### config.mk
export PLATFORM = sky130hd
export DESIGN_NAME = wam_disp_flat
export DESIGN_NICKNAME = d
export VERILOG_FILES = /design/src/rtl/wam_pkg.sv /design/src/rtl/wam_disp_if.sv /design/src/rtl/wam_bcd2seg.sv /design/src/rtl/wam_disp.sv /design/src/flat_wrapper.sv
export SDC_FILE = /design/constraint.sdc
export NUM_CORES = 1
export LEC_CHECK = 0
export ABC_AREA = 1
export BUFFER_PORTS_ARGS = -buffer_cell sky130_fd_sc_hd__buf_2
export CAP_MARGIN = 15
export CORE_MARGIN = 2
export CORE_UTILIZATION = 55
export CTS_CLUSTER_DIAMETER = 120
export DETAILED_ROUTE_END_ITERATION = 10
export PLACE_DENSITY = 0.84
export SYNTH_ARGS = -nofsm -noshare
export SYNTH_HDL_FRONTEND = slang
export SYNTH_SLANG_ARGS = --single-unit
### constraint.sdc
create_clock -name clk -period 2.9 [get_ports clk]
set_input_delay 0.435 -clock clk [delete_from_list [all_inputs] [get_ports clk]]
set_output_delay 0.435 -clock clk [all_outputs]
set_load 0.05 [all_outputs]
### src/rtl/wam_pkg.sv
// Shared types and segment patterns for the whack-a-mole display driver.
// Segment patterns are active-low {g,f,e,d,c,b,a}.
package wam_pkg;

    typedef enum logic {
        ST_SCAN  = 1'b0,
        ST_BLANK = 1'b1
    } wam_state_e;

    localparam logic [6:0] SEG_0     = 7'b1000000;
    localparam logic [6:0] SEG_1     = 7'b1111001;
    localparam logic [6:0] SEG_2     = 7'b0100100;
    localparam logic [6:0] SEG_3     = 7'b0110000;
    localparam logic [6:0] SEG_4     = 7'b0011001;
    localparam logic [6:0] SEG_5     = 7'b0010010;
    localparam logic [6:0] SEG_6     = 7'b0000010;
    localparam logic [6:0] SEG_7     = 7'b1111000;
    localparam logic [6:0] SEG_8     = 7'b0000000;
    localparam logic [6:0] SEG_9     = 7'b0010000;
    localparam logic [6:0] SEG_DASH  = 7'b0111111;
    localparam logic [6:0] SEG_P     = 7'b0001100;
    localparam logic [6:0] SEG_BLANK = 7'b1111111;

endpackage

### src/rtl/wam_disp_if.sv
// Bundle between game core / board pins and the display driver.
// master = game side, slave = display driver.
interface wam_disp_if;
    logic [11:0] score;
    logic        pause;
    logic [7:0]  holes;
    logic [3:0]  an;
    logic [6:0]  seg;
    logic [7:0]  led;

    modport master (
        output score, pause, holes,
        input  an, seg, led
    );

    modport slave (
        input  score, pause, holes,
        output an, seg, led
    );
endinterface

### src/rtl/wam_bcd2seg.sv
// BCD nibble to active-low seven-segment pattern.
// Non-decimal nibbles show a dash; blank overrides everything.
module wam_bcd2seg
    import wam_pkg::*;
(
    input  logic [3:0] nib,
    input  logic       blank,
    output logic [6:0] seg
);
    always_comb begin
        seg = SEG_DASH;
        if (blank) begin
            seg = SEG_BLANK;
        end else begin
            unique case (nib)
                4'd0:    seg = SEG_0;
                4'd1:    seg = SEG_1;
                4'd2:    seg = SEG_2;
                4'd3:    seg = SEG_3;
                4'd4:    seg = SEG_4;
                4'd5:    seg = SEG_5;
                4'd6:    seg = SEG_6;
                4'd7:    seg = SEG_7;
                4'd8:    seg = SEG_8;
                4'd9:    seg = SEG_9;
                default: seg = SEG_DASH;
            endcase
        end
    end
endmodule

### src/rtl/wam_disp.sv
// Multiplexed 4-digit score display with ghost-blanking guard,
// pause blink indicator and hole LED mirror.
module wam_disp
    import wam_pkg::*;
#(
    parameter int SCAN_DIV  = 17,
    parameter int GUARD     = 4,
    parameter int BLINK_DIV = 24
) (
    input logic       clk,
    input logic       clr,
    wam_disp_if.slave bus
);
    localparam logic [3:0] G_LAST = 4'(GUARD - 1);

    wam_state_e           state, state_n;
    logic [SCAN_DIV-1:0]  pre, pre_n;
    logic [3:0]           grd, grd_n;
    logic [1:0]           idx, idx_n;
    logic                 latch;
    logic [11:0]          score_q;
    logic [BLINK_DIV-1:0] blink;

    logic [3:0] nib;
    logic       blk;
    logic [6:0] bcd_seg;
    logic [6:0] dig_seg;
    logic [3:0] an_n;
    logic [3:0] an_q;
    logic [6:0] seg_q;
    logic [7:0] led_q;

    always_ff @(posedge clk or posedge clr) begin
        if (clr) begin
            state   <= ST_SCAN;
            pre     <= '0;
            grd     <= '0;
            idx     <= '0;
            score_q <= '0;
            blink   <= '0;
        end else begin
            state <= state_n;
            pre   <= pre_n;
            grd   <= grd_n;
            idx   <= idx_n;
            blink <= blink + 1'b1;
            if (latch) score_q <= bus.score;
        end
    end

    always_comb begin
        state_n = state;
        pre_n   = pre;
        grd_n   = grd;
        idx_n   = idx;
        latch   = 1'b0;
        unique case (state)
            ST_SCAN: begin
                pre_n = pre + 1'b1;
                if (pre == '1) begin
                    pre_n   = '0;
                    state_n = ST_BLANK;
                end
            end
            ST_BLANK: begin
                grd_n = grd + 1'b1;
                if (grd == G_LAST) begin
                    grd_n   = '0;
                    idx_n   = idx + 1'b1;
                    state_n = ST_SCAN;
                    // Frame boundary: take a fresh score so digits never tear.
                    latch   = (idx == 2'd3);
                end
            end
            default: ;
        endcase
    end

    always_comb begin
        nib = 4'd0;
        blk = 1'b1;
        unique case (idx)
            2'd0: begin
                nib = score_q[3:0];
                blk = 1'b0;
            end
            2'd1: begin
                nib = score_q[7:4];
                blk = (score_q[11:8] == 4'd0)
                   && (score_q[7:4] == 4'd0);
            end
            2'd2: begin
                nib = score_q[11:8];
                blk = (score_q[11:8] == 4'd0);
            end
            2'd3: begin
                nib = 4'd0;
                blk = 1'b1;
            end
            default: ;
        endcase
    end

    wam_bcd2seg u_bcd (
        .nib   (nib),
        .blank (blk),
        .seg   (bcd_seg)
    );

    always_comb begin
        dig_seg = bcd_seg;
        if (idx == 2'd3 && bus.pause) dig_seg = SEG_P;
        an_n = 4'hF;
        if (state == ST_SCAN) an_n = ~(4'b0001 << idx);
        if (bus.pause && blink[BLINK_DIV-1]) an_n = 4'hF;
    end

    always_ff @(posedge clk or posedge clr) begin
        if (clr) begin
            an_q  <= 4'hF;
            seg_q <= 7'h7F;
            led_q <= 8'h00;
        end else begin
            an_q  <= an_n;
            if (state == ST_SCAN) seg_q <= dig_seg;
            led_q <= bus.pause ? 8'h00 : bus.holes;
        end
    end

    assign bus.an  = an_q;
    assign bus.seg = seg_q;
    assign bus.led = led_q;
endmodule

### src/flat_wrapper.sv
// flat-port wrapper written by rule: the top's interface ports become plain ports
module wam_disp_flat import wam_pkg::*;
#(
    parameter int SCAN_DIV  = 17,
    parameter int GUARD     = 4,
    parameter int BLINK_DIV = 24
)
  (clk, clr, bus_score, bus_pause, bus_holes, bus_an, bus_seg, bus_led);
  wam_disp_if bus_i ();
  input logic clk;
  input logic clr;
  input wire logic [$bits(bus_i.score)-1:0] bus_score;
  input wire logic [$bits(bus_i.pause)-1:0] bus_pause;
  input wire logic [$bits(bus_i.holes)-1:0] bus_holes;
  output wire logic [$bits(bus_i.an)-1:0] bus_an;
  output wire logic [$bits(bus_i.seg)-1:0] bus_seg;
  output wire logic [$bits(bus_i.led)-1:0] bus_led;
  assign bus_i.score = bus_score;
  assign bus_i.pause = bus_pause;
  assign bus_i.holes = bus_holes;
  assign bus_an = bus_i.an;
  assign bus_seg = bus_i.seg;
  assign bus_led = bus_i.led;
  wam_disp #(.SCAN_DIV(SCAN_DIV), .GUARD(GUARD), .BLINK_DIV(BLINK_DIV)) u_core (.clk(clk), .clr(clr), .bus(bus_i));
endmodule
=== Yosys cells after proc, flatten, opt, wreduce, memory -nomap -nowiden ===
Memory sizes are Yosys's and may differ from the RTL's.
Cells that the tools add are included.

* Input bits: 23
* Memories kept: 1
* Bits in read-only memories: 112
* Word-level logic and storage cells: 43
* Register bits: 79

* Equal/unequal tests: 5
* Shift-type cells: 1
* Muxes and demuxes: 14
* Bitwise operators: 2
* Reductions and logical operators: 7
* Add/sub/neg operators: 4

{| class="wikitable"
|+ Memories
! name !! words !! width !! rd ports !! clocked after memory_dff !! wr ports !! RTL line !! text
|-
| (no name shown) || 16 || 7 || 1 || 0 || 0 || wam_bcd2seg.sv:15 || <nowiki>unique case (nib)</nowiki>
|}

{| class="wikitable"
|+ Operators with widths
! cell !! number
|-
| $add 24x1->24 const B || 1
|-
| $add 17x1->17 const B || 1
|-
| $eq 17x17->1 const B || 1
|-
| $mux 17 || 1
|-
| $pmux 4 s4 || 1
|-
| $mux 7 || 2
|-
| $mux 4 || 3
|-
| $logic_not 4->1 || 2
|-
| $mux 8 || 1
|-
| $add 4x1->4 const B || 1
|-
| $eq 2x2->1 const B || 2
|-
| $eq 4x2->1 const B || 1
|-
| $mux 1 || 4
|-
| $not 4->4 || 1
|-
| $pmux 1 s4 || 1
|-
| $shl 1x2->4 const A || 1
|-
| $logic_and 1x1->1 || 3
|-
| $add 2x1->2 const B || 1
|-
| $eq 2x1->1 const B || 1
|-
| $logic_not 2->1 || 1
|-
| $pmux 1 s2 || 1
|-
| $reduce_and 2->1 || 1
|-
| $not 1->1 || 1
|}

=== Depth between registers and ports, before layout ===
* Word-level depth: 5
* Mapped depth: 13
* Depth with buffers taken out: 13

=== Cells and area by module ===
A second synthesis with hierarchy kept.

* Cells, all modules: 493
* Area, all modules: 4125.2 um^2

{| class="wikitable"
|+ Modules (own cells, without submodules)
! module !! area an instance (um^2) !! sequential area each (um^2) !! cells each !! times used
|-
| wam_disp || 3928.8 || 1990.7 || 456 || 1
|-
| wam_bcd2seg || 196.4 || 0.0 || 37 || 1
|}

=== Worst setup path after synthesis ===
Ideal clock, no wire load.

* Path kind: register to register
* Start point: register u_core.pre[1]
* End point: register u_core.pre[5]
* Required time: 2769 ps
* Arrival time: 1836 ps
* Path buffers: 0
* Library setup time: 131 ps
* Setup slack: 933 ps
* Cell stages (with the launch flop): 12
* Period minus slack after synthesis: 1967 ps
* Path through: dfrtp_1 -> ha_1 -> inv_1 -> nor3_1 -> nand3_1 -> nor4_1 -> ha_1 -> inv_1 -> nor2_1 -> inv_1 -> o21ai_0 -> a31oi_1

* Cells in the longest elaborated chain, start to end: 2

{| class="wikitable"
|+ Ends and longest elaborated chain
! item !! RTL line !! text
|-
| from (decl) || wam_disp.sv:17 || <nowiki>logic [SCAN_DIV-1:0] pre, pre_n;</nowiki>
|-
| from (signal assigned) || wam_disp.sv:43 || <nowiki>pre <= pre_n;</nowiki>
|-
| $add 17x1->17 / $eq 17x17->1 (equally long branches) || wam_disp.sv:59, wam_disp.sv:60 ||
|-
| $mux 17 (*) || wam_disp.sv:60 || <nowiki>if (pre == '1) begin</nowiki>
|}

Mark *: on every way between the ends. The rest lies on a longest branch, timed or not.
A chain may end at the register's enable or synchronous reset.

=== Worst setup path after layout ===
Same ends and word-level chain as after synthesis.

==> impl_metrics.env <==
export IMPL_core_area_um2=6794
export IMPL_cts_made_buffers=9
export IMPL_clk_latency_ps=350
export IMPL_synth_top_area_cell="dfrtp_1"
export IMPL_synth_top_cell_area_share_pct=44.06
export IMPL_outcome="complete, no violations"
export IMPL_async_flop_share_pct=100.0
export IMPL_critical_path_endpoint="u_core.pre[5]$_DFFE_PP0N_"
export IMPL_clk_pin_slew_worst_paths_ps=80
export IMPL_syn_area_um2=3862
export IMPL_wl_per_cell_um=13.08
export IMPL_track_usage_pct=21.78
export IMPL_synth_distinct_cells=32
export IMPL_syn_nets=464
export IMPL_fp_dieH_um=87.80
export IMPL_r2r_cells=11
export IMPL_cp_data_required_time_ps=3130
export IMPL_cts_max_level=3
export IMPL_hold_viol=0
export IMPL_io_pins=42
export IMPL_met2_length_mm=3.917
export IMPL_grt_max_degree=37
export IMPL_cp_max_fo=7
export IMPL_clkPwrFrac_pct=43.1
export IMPL_gr_total_overflow=0
export IMPL_dp_hpwl_mm=5.559
export IMPL_power_density_nw_per_um2=515.0
export IMPL_worstHoldPathType="in2async"
export IMPL_grt_pass1_vias=2887
export IMPL_yosysMostFrequentCell="nand2_1"
export IMPL_synth_ff_type="dfrtp_1"
export IMPL_power_total_mw=2.287
export IMPL_slew_headroom_pct=48.94
export IMPL_grt_pass1_wl_mm=13.04
export IMPL_setup_worst_path_start="u_core.pre[1]$_DFFE_PP0N_"
export IMPL_routed_top_layer="met4"
export IMPL_synth_edf_count=0
export IMPL_syn_area_per_cell_um2=9.003
export IMPL_startpoint_type="register"
export IMPL_end_kind="register"
export IMPL_setup_tns_ps=0
export IMPL_syn_to_final_growth_pct=15.00
export IMPL_finalWirelength_mm=7.588
export IMPL_path_class="reg2reg"
export IMPL_nNetsFinal=514
export IMPL_rsz0062_at_grt="no"
export IMPL_syn_inst=429
export IMPL_synthTopCellsByCount="nand2_1, dfrtp_1, inv_1, nor2_1, nand3_1"
export IMPL_period_minus_slack_ps=2345
export IMPL_drt_iter0_markers=257
export IMPL_drc=0
export IMPL_r2r_end="u_core.pre[5]$_DFFE_PP0N_"
export IMPL_finalClockSkew_ps=10.11
export IMPL_fmax_ghz=0.4265
export IMPL_cts_sinks=79
export IMPL_r2r_slack_ps=560
export IMPL_maxCapViolations=0
export IMPL_viasPerCell=5.133
export IMPL_combPwrFrac_pct=7.0
export IMPL_die_area_um2=7709
export IMPL_met1_length_mm=3.363
export IMPL_ys_seq_area_share_pct=51.54
export IMPL_die_w_um=87.80
export IMPL_slew_viol_final=0
export IMPL_clk_path_buf_depth=2
export IMPL_ys_ff_latch=79
export IMPL_holdBufCountCts=0
export IMPL_ys_warn_count=0
export IMPL_rows=30
export IMPL_ctsRootBufferMaster="clkbuf_8"
export IMPL_synth_area_leaders="dfrtp_1, nand2_1, dfstp_2, inv_1, ha_1"
export IMPL_vias=2977
export IMPL_power_switching_uw=514.8
export IMPL_timing_rr_start="u_core.pre[1]$_DFFE_PP0N_"
export IMPL_first_pass_iters=5
export IMPL_met3_length_um=193
export IMPL_crit_arrival_ps=2570
export IMPL_ant_nets=0
export IMPL_internal_power_mw=1.773
export IMPL_postCtsSetupRepairBufs=0
export IMPL_swShare_pct=22.51
export IMPL_port_buffers=41
export IMPL_p_leak_nw=2.238
export IMPL_setup_viol=0
export IMPL_drive_gt1_share_pct=20.66
export IMPL_cts_tree="yes"
export IMPL_cts_resized=0
export IMPL_gp_congestion=0.8571
export IMPL_antenna_found_initial=0
export IMPL_worst_pin_slew_ps=764.8
export IMPL_ir_drop_mv=0.3204
export IMPL_fin_crit_sh_pct=80.86
export IMPL_start_util_pct=56.85
export IMPL_antenna_diode_count=0
export IMPL_seq_power_share_pct=49.9
==> cell type report <==
cell class                      instances  area, um^2
Clock buffer                           11       141.4
Clock inverter                          5       105.1
Fill cell                             539        2352
Inverter                               49       183.9
Multi-Input combinational cell        296        1660
Sequential cell                        79        1991
Tap cell                               96       120.1
Timing Repair Buffer                   44       240.2
==> routing by layer <==
metal | track usage (%) | vias to the layer above
li1 | - | 1486
met1 | 28.63 | 1423
met2 | 35.67 | 56
met3 | 4.713 | 12
met4 | 8.112 | 0
met5 | 0 | -
==> worst min-delay path by stage <==
stage	endpoint	cells past startpoint	slack [ps]	start
after detailed placement	u_core.bus.seg[0]$_DFFE_PP1N_	2	450	u_core.bus.seg[0]$_DFFE_PP1N_
after global placement	u_core.bus.seg[0]$_DFFE_PP1N_	2	450	u_core.bus.seg[0]$_DFFE_PP1N_
after global routing	u_core.blink[10]$_DFF_PP0_	2	280	clr
after floorplan	u_core.blink[0]$_DFF_PP0_	1	440	u_core.blink[0]$_DFF_PP0_
final	u_core.blink[14]$_DFF_PP0_	2	230	clr
after CTS	u_core.blink[7]$_DFF_PP0_	2	240	clr
==> sequential cells by signal, summed over array words and instances (netlist names) <==
signal / cells
u_core.blink: 24
u_core.bus.an: 4
u_core.bus.led: 8
u_core.bus.seg: 7
u_core.grd: 4
u_core.idx: 2
u_core.pre: 17
u_core.score_q: 12
u_core.state: 1
==> power by group through the flow <==
stage	registers (mW)	clock network, mW	logic [mW]
after CTS	1.14	1.01	0.163
after floorplan	1.21	0	0.0623
final	1.14	0.986	0.160
after global routing	1.14	1.06	0.176
after global placement	1.16	0	0.157
after detailed placement	1.16	0	0.162
==> cells in the final DEF, fill, tap and decap left out, types with 4 or more instances in the layout <==
cell	n
a21oi_1	17
buf_2	41
clkbuf_8	10
dfrtp_1	68
dfstp_2	11
ha_1	12
inv_1	46
mux2_4	8
nand2_1	103
nand3_1	30
nand4_1	8
nor2_1	40
nor2_2	4
nor3_1	15
o21ai_0	13
xnor2_1	11
xor2_1	13
==> kinds of logic (layout without fill, tap and decap cells) <==
kind of cell             Yosys count  count (layout)  share of synthesized area [%]
XOR/XNOR                          24              24                          5.442
AND/OR/NAND/NOR                  215             215                          25.04
AO/OA/AOI/OAI                     34              34                          4.632
multiplexers                      11              11                          3.985
adder cells (fa/ha/maj)           12              12                          3.887
flip-flops                        79              79                          51.54
buffers and inverters             54             109                          5.474
==> metrics by stage <==
step                      instance area (um^2)  instances  util (%)  setup WS, ps  hold WS (ps)
after global placement                    4195        564     61.75         715.0         447.8
after global routing                      4442        580     65.38         228.9         284.4
after CTS                                 4442        580     65.38         543.8         238.7
final                                     4442        580     65.38         555.2         225.4
after detailed placement                  4195        564     61.75         552.0         454.2
after floorplan                           3862        429         -         459.8         437.1
==> critical path: stages (launching register included) <==
cell	delay, ps
dfrtp_1	390
ha_1	200
inv_1	60
nor3_1	160
nand3_1	140
nor4_1	260
ha_1	200
inv_1	80
nor2_1	350
inv_1	210
o21ai_0	120
a31oi_1	60
No activity file was read; power rests on OpenSTA's default activity.
